===== src/rtl/map_pkg.sv =====
// Shared constants for the map renderer: cell codes, fixed colours and the
// code-to-colour palette used by the output stage.
package map_pkg;

  localparam int CODE_W = 4;

  localparam logic [3:0] CELL_FREE     = 4'd0;
  localparam logic [3:0] CELL_WALL     = 4'd1;
  localparam logic [3:0] CELL_BLACK    = 4'd2;
  localparam logic [3:0] CELL_DEBRIS_L = 4'd3;
  localparam logic [3:0] CELL_DEBRIS_M = 4'd4;
  localparam logic [3:0] CELL_DEBRIS_H = 4'd5;

  localparam logic [11:0] COLOUR_BLANK   = 12'h000;
  localparam logic [11:0] COLOUR_BORDER  = 12'h00F;
  localparam logic [11:0] COLOUR_GRID    = 12'h888;
  localparam logic [11:0] COLOUR_ROBOT   = 12'h0F0;
  localparam logic [11:0] COLOUR_INVALID = 12'hF0F;

  // Codes above the debris range are shown in a loud marker colour so map
  // corruption is obvious on screen.
  function automatic logic [11:0] palette(input logic [3:0] code);
    logic [11:0] colour;
    case (code)
      CELL_FREE:     colour = 12'hCCC;
      CELL_WALL:     colour = 12'h444;
      CELL_BLACK:    colour = 12'h000;
      CELL_DEBRIS_L: colour = 12'hFC0;
      CELL_DEBRIS_M: colour = 12'hF80;
      CELL_DEBRIS_H: colour = 12'hF00;
      default:       colour = COLOUR_INVALID;
    endcase
    return colour;
  endfunction

endpackage


===== src/rtl/vga_timing.sv =====
// Horizontal/vertical raster counters with undelayed sync, data-enable and
// frame-start strobes; enable=0 parks the scan at the origin.
module vga_timing #(
  parameter int H_ACTIVE = 640,
  parameter int H_FP     = 16,
  parameter int H_SYNC   = 96,
  parameter int H_BP     = 48,
  parameter int V_ACTIVE = 480,
  parameter int V_FP     = 10,
  parameter int V_SYNC   = 2,
  parameter int V_BP     = 33,
  parameter int H_TOTAL  = H_ACTIVE + H_FP + H_SYNC + H_BP,
  parameter int V_TOTAL  = V_ACTIVE + V_FP + V_SYNC + V_BP,
  parameter int HW       = $clog2(H_TOTAL),
  parameter int VW       = $clog2(V_TOTAL)
) (
  input  logic          clk,
  input  logic          rst_n,
  input  logic          enable,
  output logic [HW-1:0] h,
  output logic [VW-1:0] v,
  output logic          line_end,
  output logic          frame_end,
  output logic          hsync_pre,
  output logic          vsync_pre,
  output logic          de_pre,
  output logic          frame_start_pre
);

  localparam logic [HW-1:0] H_LAST    = HW'(H_TOTAL - 1);
  localparam logic [HW-1:0] H_ACT     = HW'(H_ACTIVE);
  localparam logic [HW-1:0] HS_FIRST  = HW'(H_ACTIVE + H_FP);
  localparam logic [HW-1:0] HS_LAST   = HW'(H_ACTIVE + H_FP + H_SYNC - 1);
  localparam logic [VW-1:0] V_LAST    = VW'(V_TOTAL - 1);
  localparam logic [VW-1:0] V_ACT     = VW'(V_ACTIVE);
  localparam logic [VW-1:0] VS_FIRST  = VW'(V_ACTIVE + V_FP);
  localparam logic [VW-1:0] VS_LAST   = VW'(V_ACTIVE + V_FP + V_SYNC - 1);

  assign line_end  = (h == H_LAST);
  assign frame_end = line_end && (v == V_LAST);

  always_ff @(posedge clk or negedge rst_n) begin
    if (!rst_n) begin
      h <= '0;
      v <= '0;
    end else if (!enable) begin
      h <= '0;
      v <= '0;
    end else if (line_end) begin
      h <= '0;
      v <= (v == V_LAST) ? '0 : v + 1'b1;
    end else begin
      h <= h + 1'b1;
    end
  end

  assign hsync_pre       = !((h >= HS_FIRST) && (h <= HS_LAST));
  assign vsync_pre       = !((v >= VS_FIRST) && (v <= VS_LAST));
  assign de_pre          = (h < H_ACT) && (v < V_ACT);
  assign frame_start_pre = (h == '0) && (v == '0);

endmodule


===== src/rtl/map_renderer.sv =====
// Raster renderer for the robot map: walks the cell grid incrementally,
// fetches cell codes from a 1-cycle RAM and produces a 2-stage RGB pipeline.
module map_renderer #(
  parameter int ROWS         = 11,
  parameter int COLS         = 20,
  parameter int CELL_W       = 32,
  parameter int CELL_H       = 32,
  parameter int CODE_W       = map_pkg::CODE_W,
  parameter int H_ACTIVE     = 640,
  parameter int H_FP         = 16,
  parameter int H_SYNC       = 96,
  parameter int H_BP         = 48,
  parameter int V_ACTIVE     = 480,
  parameter int V_FP         = 10,
  parameter int V_SYNC       = 2,
  parameter int V_BP         = 33,
  parameter int BLINK_FRAMES = 16,
  parameter int AW           = $clog2(ROWS * COLS),
  parameter int RW           = $clog2(ROWS),
  parameter int CW           = $clog2(COLS)
) (
  input  logic              clk,
  input  logic              rst_n,
  input  logic              enable,
  output logic [AW-1:0]     map_addr,
  input  logic [CODE_W-1:0] map_data,
  input  logic [RW-1:0]     robot_row,
  input  logic [CW-1:0]     robot_col,
  input  logic              robot_valid,
  input  logic              removing,
  output logic              hsync,
  output logic              vsync,
  output logic              de,
  output logic [11:0]       rgb,
  output logic              frame_start
);
  import map_pkg::*;

  localparam int H_TOTAL = H_ACTIVE + H_FP + H_SYNC + H_BP;
  localparam int V_TOTAL = V_ACTIVE + V_FP + V_SYNC + V_BP;
  localparam int HW      = $clog2(H_TOTAL);
  localparam int VW      = $clog2(V_TOTAL);
  localparam int PXW     = $clog2(CELL_W);
  localparam int PYW     = $clog2(CELL_H);
  // Cell counters keep running through blanking, so size them for the
  // whole raster rather than just the grid.
  localparam int CCW     = $clog2(H_TOTAL / CELL_W + 2);
  localparam int CRW     = $clog2(V_TOTAL / CELL_H + 2);
  localparam int FCW     = $clog2(BLINK_FRAMES + 1);

  localparam logic [HW-1:0]  GRID_W     = HW'(COLS * CELL_W);
  localparam logic [VW-1:0]  GRID_H     = VW'(ROWS * CELL_H);
  localparam logic [AW-1:0]  COLS_A     = AW'(COLS);
  localparam logic [FCW-1:0] BLINK_LAST = FCW'(BLINK_FRAMES - 1);

  logic [HW-1:0] h;
  logic [VW-1:0] v;
  logic          line_end, frame_end;
  logic          hsync_pre, vsync_pre, de_pre, frame_start_pre;

  vga_timing #(
    .H_ACTIVE (H_ACTIVE), .H_FP (H_FP), .H_SYNC (H_SYNC), .H_BP (H_BP),
    .V_ACTIVE (V_ACTIVE), .V_FP (V_FP), .V_SYNC (V_SYNC), .V_BP (V_BP),
    .HW       (HW),       .VW   (VW)
  ) u_timing (
    .clk             (clk),
    .rst_n           (rst_n),
    .enable          (enable),
    .h               (h),
    .v               (v),
    .line_end        (line_end),
    .frame_end       (frame_end),
    .hsync_pre       (hsync_pre),
    .vsync_pre       (vsync_pre),
    .de_pre          (de_pre),
    .frame_start_pre (frame_start_pre)
  );

  logic [PXW-1:0] px;
  logic [PYW-1:0] py;
  logic [CCW-1:0] cell_col;
  logic [CRW-1:0] cell_row;

  // Cell position tracks h/v in lock-step; power-of-two cell sizes let the
  // sub-counters wrap on their own.
  always_ff @(posedge clk or negedge rst_n) begin
    if (!rst_n) begin
      px       <= '0;
      py       <= '0;
      cell_col <= '0;
      cell_row <= '0;
    end else if (!enable) begin
      px       <= '0;
      py       <= '0;
      cell_col <= '0;
      cell_row <= '0;
    end else if (line_end) begin
      px       <= '0;
      cell_col <= '0;
      if (frame_end) begin
        py       <= '0;
        cell_row <= '0;
      end else begin
        py <= py + 1'b1;
        if (py == '1) cell_row <= cell_row + 1'b1;
      end
    end else begin
      px <= px + 1'b1;
      if (px == '1) cell_col <= cell_col + 1'b1;
    end
  end

  logic          in_grid;
  logic          grid_line;
  logic [AW-1:0] addr_now;
  logic [AW-1:0] addr_hold;

  assign in_grid   = (h < GRID_W) && (v < GRID_H);
  assign grid_line = (px == '0) || (py == '0);
  assign addr_now  = AW'(cell_row) * COLS_A + AW'(cell_col);
  assign map_addr  = in_grid ? addr_now : addr_hold;

  always_ff @(posedge clk or negedge rst_n) begin
    if (!rst_n)       addr_hold <= '0;
    else if (!enable) addr_hold <= '0;
    else              addr_hold <= map_addr;
  end

  logic          robot_valid_s, removing_s;
  logic [RW-1:0] robot_row_s;
  logic [CW-1:0] robot_col_s;
  logic [FCW-1:0] frame_cnt;
  logic          blink;

  // Robot inputs are latched once at the raster origin so a move never
  // tears the overlay within a frame.
  always_ff @(posedge clk or negedge rst_n) begin
    if (!rst_n) begin
      robot_valid_s <= 1'b0;
      removing_s    <= 1'b0;
      robot_row_s   <= '0;
      robot_col_s   <= '0;
    end else if (enable && frame_start_pre) begin
      robot_valid_s <= robot_valid;
      removing_s    <= removing;
      robot_row_s   <= robot_row;
      robot_col_s   <= robot_col;
    end
  end

  always_ff @(posedge clk or negedge rst_n) begin
    if (!rst_n) begin
      frame_cnt <= '0;
      blink     <= 1'b0;
    end else if (!enable) begin
      frame_cnt <= '0;
      blink     <= 1'b0;
    end else if (frame_end) begin
      if (frame_cnt == BLINK_LAST) begin
        frame_cnt <= '0;
        blink     <= ~blink;
      end else begin
        frame_cnt <= frame_cnt + 1'b1;
      end
    end
  end

  logic robot_hit, show_robot;

  assign robot_hit  = robot_valid_s && in_grid &&
                      (cell_row == CRW'(robot_row_s)) &&
                      (cell_col == CCW'(robot_col_s));
  assign show_robot = robot_hit && !(removing_s && blink);

  logic de_1, hs_1, vs_1, fs_1, grid_1, line_1, robot_1;

  always_ff @(posedge clk or negedge rst_n) begin
    if (!rst_n) begin
      de_1 <= 1'b0; hs_1 <= 1'b1; vs_1 <= 1'b1; fs_1 <= 1'b0;
      grid_1 <= 1'b0; line_1 <= 1'b0; robot_1 <= 1'b0;
    end else if (!enable) begin
      de_1 <= 1'b0; hs_1 <= 1'b1; vs_1 <= 1'b1; fs_1 <= 1'b0;
      grid_1 <= 1'b0; line_1 <= 1'b0; robot_1 <= 1'b0;
    end else begin
      de_1    <= de_pre;
      hs_1    <= hsync_pre;
      vs_1    <= vsync_pre;
      fs_1    <= frame_start_pre;
      grid_1  <= in_grid;
      line_1  <= grid_line;
      robot_1 <= show_robot;
    end
  end

  logic [31:0] code_ext;
  logic [11:0] code_colour;
  logic [11:0] colour;

  assign code_ext    = 32'(map_data);
  assign code_colour = (code_ext > 32'd15) ? COLOUR_INVALID : palette(code_ext[3:0]);

  // map_data arrives during stage 1, alongside the flags captured with it.
  always_comb begin
    colour = COLOUR_BLANK;
    if (!de_1)        colour = COLOUR_BLANK;
    else if (!grid_1) colour = COLOUR_BORDER;
    else if (line_1)  colour = COLOUR_GRID;
    else if (robot_1) colour = COLOUR_ROBOT;
    else              colour = code_colour;
  end

  always_ff @(posedge clk or negedge rst_n) begin
    if (!rst_n) begin
      hsync <= 1'b1; vsync <= 1'b1; de <= 1'b0; frame_start <= 1'b0; rgb <= COLOUR_BLANK;
    end else if (!enable) begin
      hsync <= 1'b1; vsync <= 1'b1; de <= 1'b0; frame_start <= 1'b0; rgb <= COLOUR_BLANK;
    end else begin
      hsync       <= hs_1;
      vsync       <= vs_1;
      de          <= de_1;
      frame_start <= fs_1;
      rgb         <= colour;
    end
  end

endmodule

===== config.mk =====
export PLATFORM = sky130hd
export DESIGN_NAME = map_renderer
export DESIGN_NICKNAME = d
export VERILOG_FILES = /design/src/rtl/map_pkg.sv /design/src/rtl/vga_timing.sv /design/src/rtl/map_renderer.sv
export SDC_FILE = /design/constraint.sdc
export NUM_CORES = 1
export LEC_CHECK = 0
export ABC_CLOCK_PERIOD_IN_PS = 2800
export CORE_UTILIZATION = 35
export CTS_CLUSTER_SIZE = 24
export DETAILED_ROUTE_END_ITERATION = 8
export HOLD_SLACK_MARGIN = 0.05
export PLACE_DENSITY_LB_ADDON = 0.15
export REMOVE_ABC_BUFFERS = 1
export SKIP_CTS_REPAIR_TIMING = 1
export SLEW_MARGIN = 10
export SYNTH_ARGS = -nofsm -noshare
export SYNTH_HDL_FRONTEND = slang
export SYNTH_SLANG_ARGS = --single-unit
export TNS_END_PERCENT = 50

===== constraint.sdc =====
create_clock -name clk -period 2.8 [get_ports clk]
set_input_delay 0.84 -clock clk [delete_from_list [all_inputs] [get_ports clk]]
set_output_delay 0.84 -clock clk [all_outputs]
set_load 0.05 [all_outputs]

==> results.toml <==
[clock_network]
cts-buffers-inserted = 9
clk_latency_ps = 330
cts_max_level = 3
cts.sinks = 85
cts.path.max_buffers = 2
tritoncts = "built"
clk_pin_slew_ps = 60
root_buffer = "clkbuf_16"

[finish]
multi_input_area_um2 = 2151
area_growth_pct = 27.48
final_cells = 645
drive_above_1_share = 0.2055
diodes = 0
fin_nets = 513
seqCellArea_um2 = 2135
fillers = 1136

[grt]
antenna_found_initial = 0
grt_pass1_vias = 3083
grt_usage = 0.1511
grt_pass1_wl_um = 15150
overflow = 0
grt_max_degree = 56

[logic_synthesis]
synthCells = 409
synth.distinct_cells = 49
async_flop_share = 1.000
synth_xor_xnor_area_share = 0.07847
yosys.area_share.simple = 0.2018
yosys.area.top_type_share = 0.4657
yosysTopAreaCell = "dfrtp_1"
synth.area.top_cells = "dfrtp_1, ha_1, xnor2_1"
ys_seq_area_frac = 0.4898
ys_ff_latch = 85
synthTopCellsByCount = "dfrtp_1, nor2_1, nand2_1, xnor2_1, inv_1"
synth_top_family_by_area = "simple AND/OR/NAND/NOR gates"
synthMuxAreaShare = 0.05806
synth_edf_count = 0
synth_compound_area_frac = 0.06237
ys_warn_count = 0
yosys_most_used_dff = "dfrtp_1"
mappedNetlistArea_um2 = 4353
synth_fa_ha_area_frac = 0.06669
syn_area_per_cell_um2 = 10.64
synthMostInstantiatedCell = "dfrtp_1"

[drt]
drtAntennaViolNets = 0
via_per_inst = 4.842
wire_per_inst_um = 13.93
dr.first_iter.drc_count = 145
vias = 3123
totalWireLength_um = 8984
route.detailed.drc = 0
drtPass1Iterations = 6

[die]
fp.dieW_um = 113.5
dieArea_um2 = 12890
die_h_um = 113.5
rows = 40
io_pins = 42
fp.coreArea_um2 = 12060
start_util = 0.3609

[timing]
whs_ps = 435.0
hold_violations = 0
setup_viol = 4
min_period_ps = 3263
rsz0062_at_grt = "true"
slew_headroom = 0.2549
fin_ws_ps = -462.7
drv_slew = 0
fin_skew_ps = 5.237
tightest_slew_ps = 1114
setup_tns_ps = -1197
fin_crit_sh = 1.165
timing.fmax_ghz = 0.3065

[min_path]
worstHoldPathType = "in2async"

[placement]
port_buffers = 41
gp_congestion = 0.7756
dp_cells = 625
dp_hpwl_um = 6401

[power_and_ir_drop]
vdd_drop_max_uv = 270.4
power.leakage_nw = 2.465
p_per_area_nw_per_um2 = 492.4

[worst_setup_path]
worstSetupStartpointType = "flop"
reg2regPathDepth = 6
path_max_fanout = 2
r2r_end = "cell_row[1]$_DFFE_PN0P_"
rrSetupSlack_ps = 380
worstSetupEndpointType = "primary output"
worstPathArrival_ps = 2420
worstPathRequired_ps = 1960
crit_type = "reg2out"
r2r-start = "u_timing.h[0]$_DFF_PN0_"

[status]
status = "finished, violations left"
violations = "negative setup slack"

[run]
drv_cap = 0
==> cell families after synthesis <==
family	Yosys count
flops	85
simple gates	158
mux	23
compound gates	42
fa+ha+maj	22
xor+xnor	39
buf+inv	40
==> flip-flops by register name (all words and copies together) (netlist names), 4 cells and up <==
signal       flops
cell_row         5
robot_col_s      5
cell_col         5
px               5
robot_row_s      4
py               5
addr_hold        8
u_timing.h      10
rgb              9
u_timing.v      10
frame_cnt        5
==> power breakdown <==
group | total, mW | switching, mW | internal, mW
clock network | 1.12 | 0.453 | 0.668
registers | 1.34 | 0.0472 | 1.29
logic | 0.270 | 0.135 | 0.134
==> cell usage in the layout, fill, tap and decap left out, types with 4 or more instances in the layout <==
master            n
clkbuf_16         9
a21oi_1          13
nand2_1          27
nor3_1            5
nand2b_1          6
inv_1            21
buf_6             7
mux2_2           12
xnor2_1          21
and2_1           14
nand3_1          15
mux2i_1           4
xor2_1           15
or3_1             7
nand4_1          14
dfstp_2           4
buf_4            27
clkdlybuf4s50_1  32
o21ai_0          11
nor2b_1           6
nor4b_1           4
nor2_1           36
and3_1            4
ha_1             16
mux2_4            6
dfrtp_1          79
==> layout make-up <==
class | count | share of cell area
clock buffers | 14 | 0.04938
clock inverters | 1 | 0.0009019
inverters | 22 | 0.01488
multi-input cells | 284 | 0.3876
flip-flops and latches | 85 | 0.3847
well taps | 168 | 0.03788
repair buffers | 71 | 0.1247
==> worst max path at each step <==
stage,startpoint,end,slack [ps]
2_1_floorplan,cell_row[1]$_DFFE_PN0P_,map_addr[7],-620
3_3_place_gp,cell_row[1]$_DFFE_PN0P_,map_addr[7],-220
3_5_place_dp,cell_row[1]$_DFFE_PN0P_,map_addr[7],-230
4_1_cts,cell_row[1]$_DFFE_PN0P_,map_addr[7],-590
5_1_grt,cell_row[1]$_DFFE_PN0P_,map_addr[7],-550
6_report,cell_row[1]$_DFFE_PN0P_,map_addr[7],-460
==> stage by stage <==
step                        util  setup slack (ps)  power (mW)  cell area (um^2)
final                     0.4601            -462.7       2.732              5549
after global routing      0.4601            -548.9       2.858              5549
after CTS                 0.4445            -594.8       2.771              5361
after detailed placement  0.4214            -227.3       1.637              5082
after global placement    0.4214            -223.1       1.635              5082
after floorplan                -            -615.8       1.512              4249
==> worst max-delay path, stage by stage (launching register included) <==
cell,delay (ps)
dfrtp_1,380
ha_1,300
ha_2,180
inv_2,50
fa_2,450
nor3b_2,220
xnor2_2,100
mux2i_2,230
buf_12,170
==> metal layers <==
metal  wire (um)  track usage  part of all wire  vias up
li1            -            -                 -     1526
met1        4325       0.2006              0.48     1530
met2        4255       0.2455              0.47       54
met3         251      0.02285             0.028       13
met4         151      0.06579             0.017        0
met5           0            0                 0        -
No activity file was read; power rests on OpenSTA's default activity.
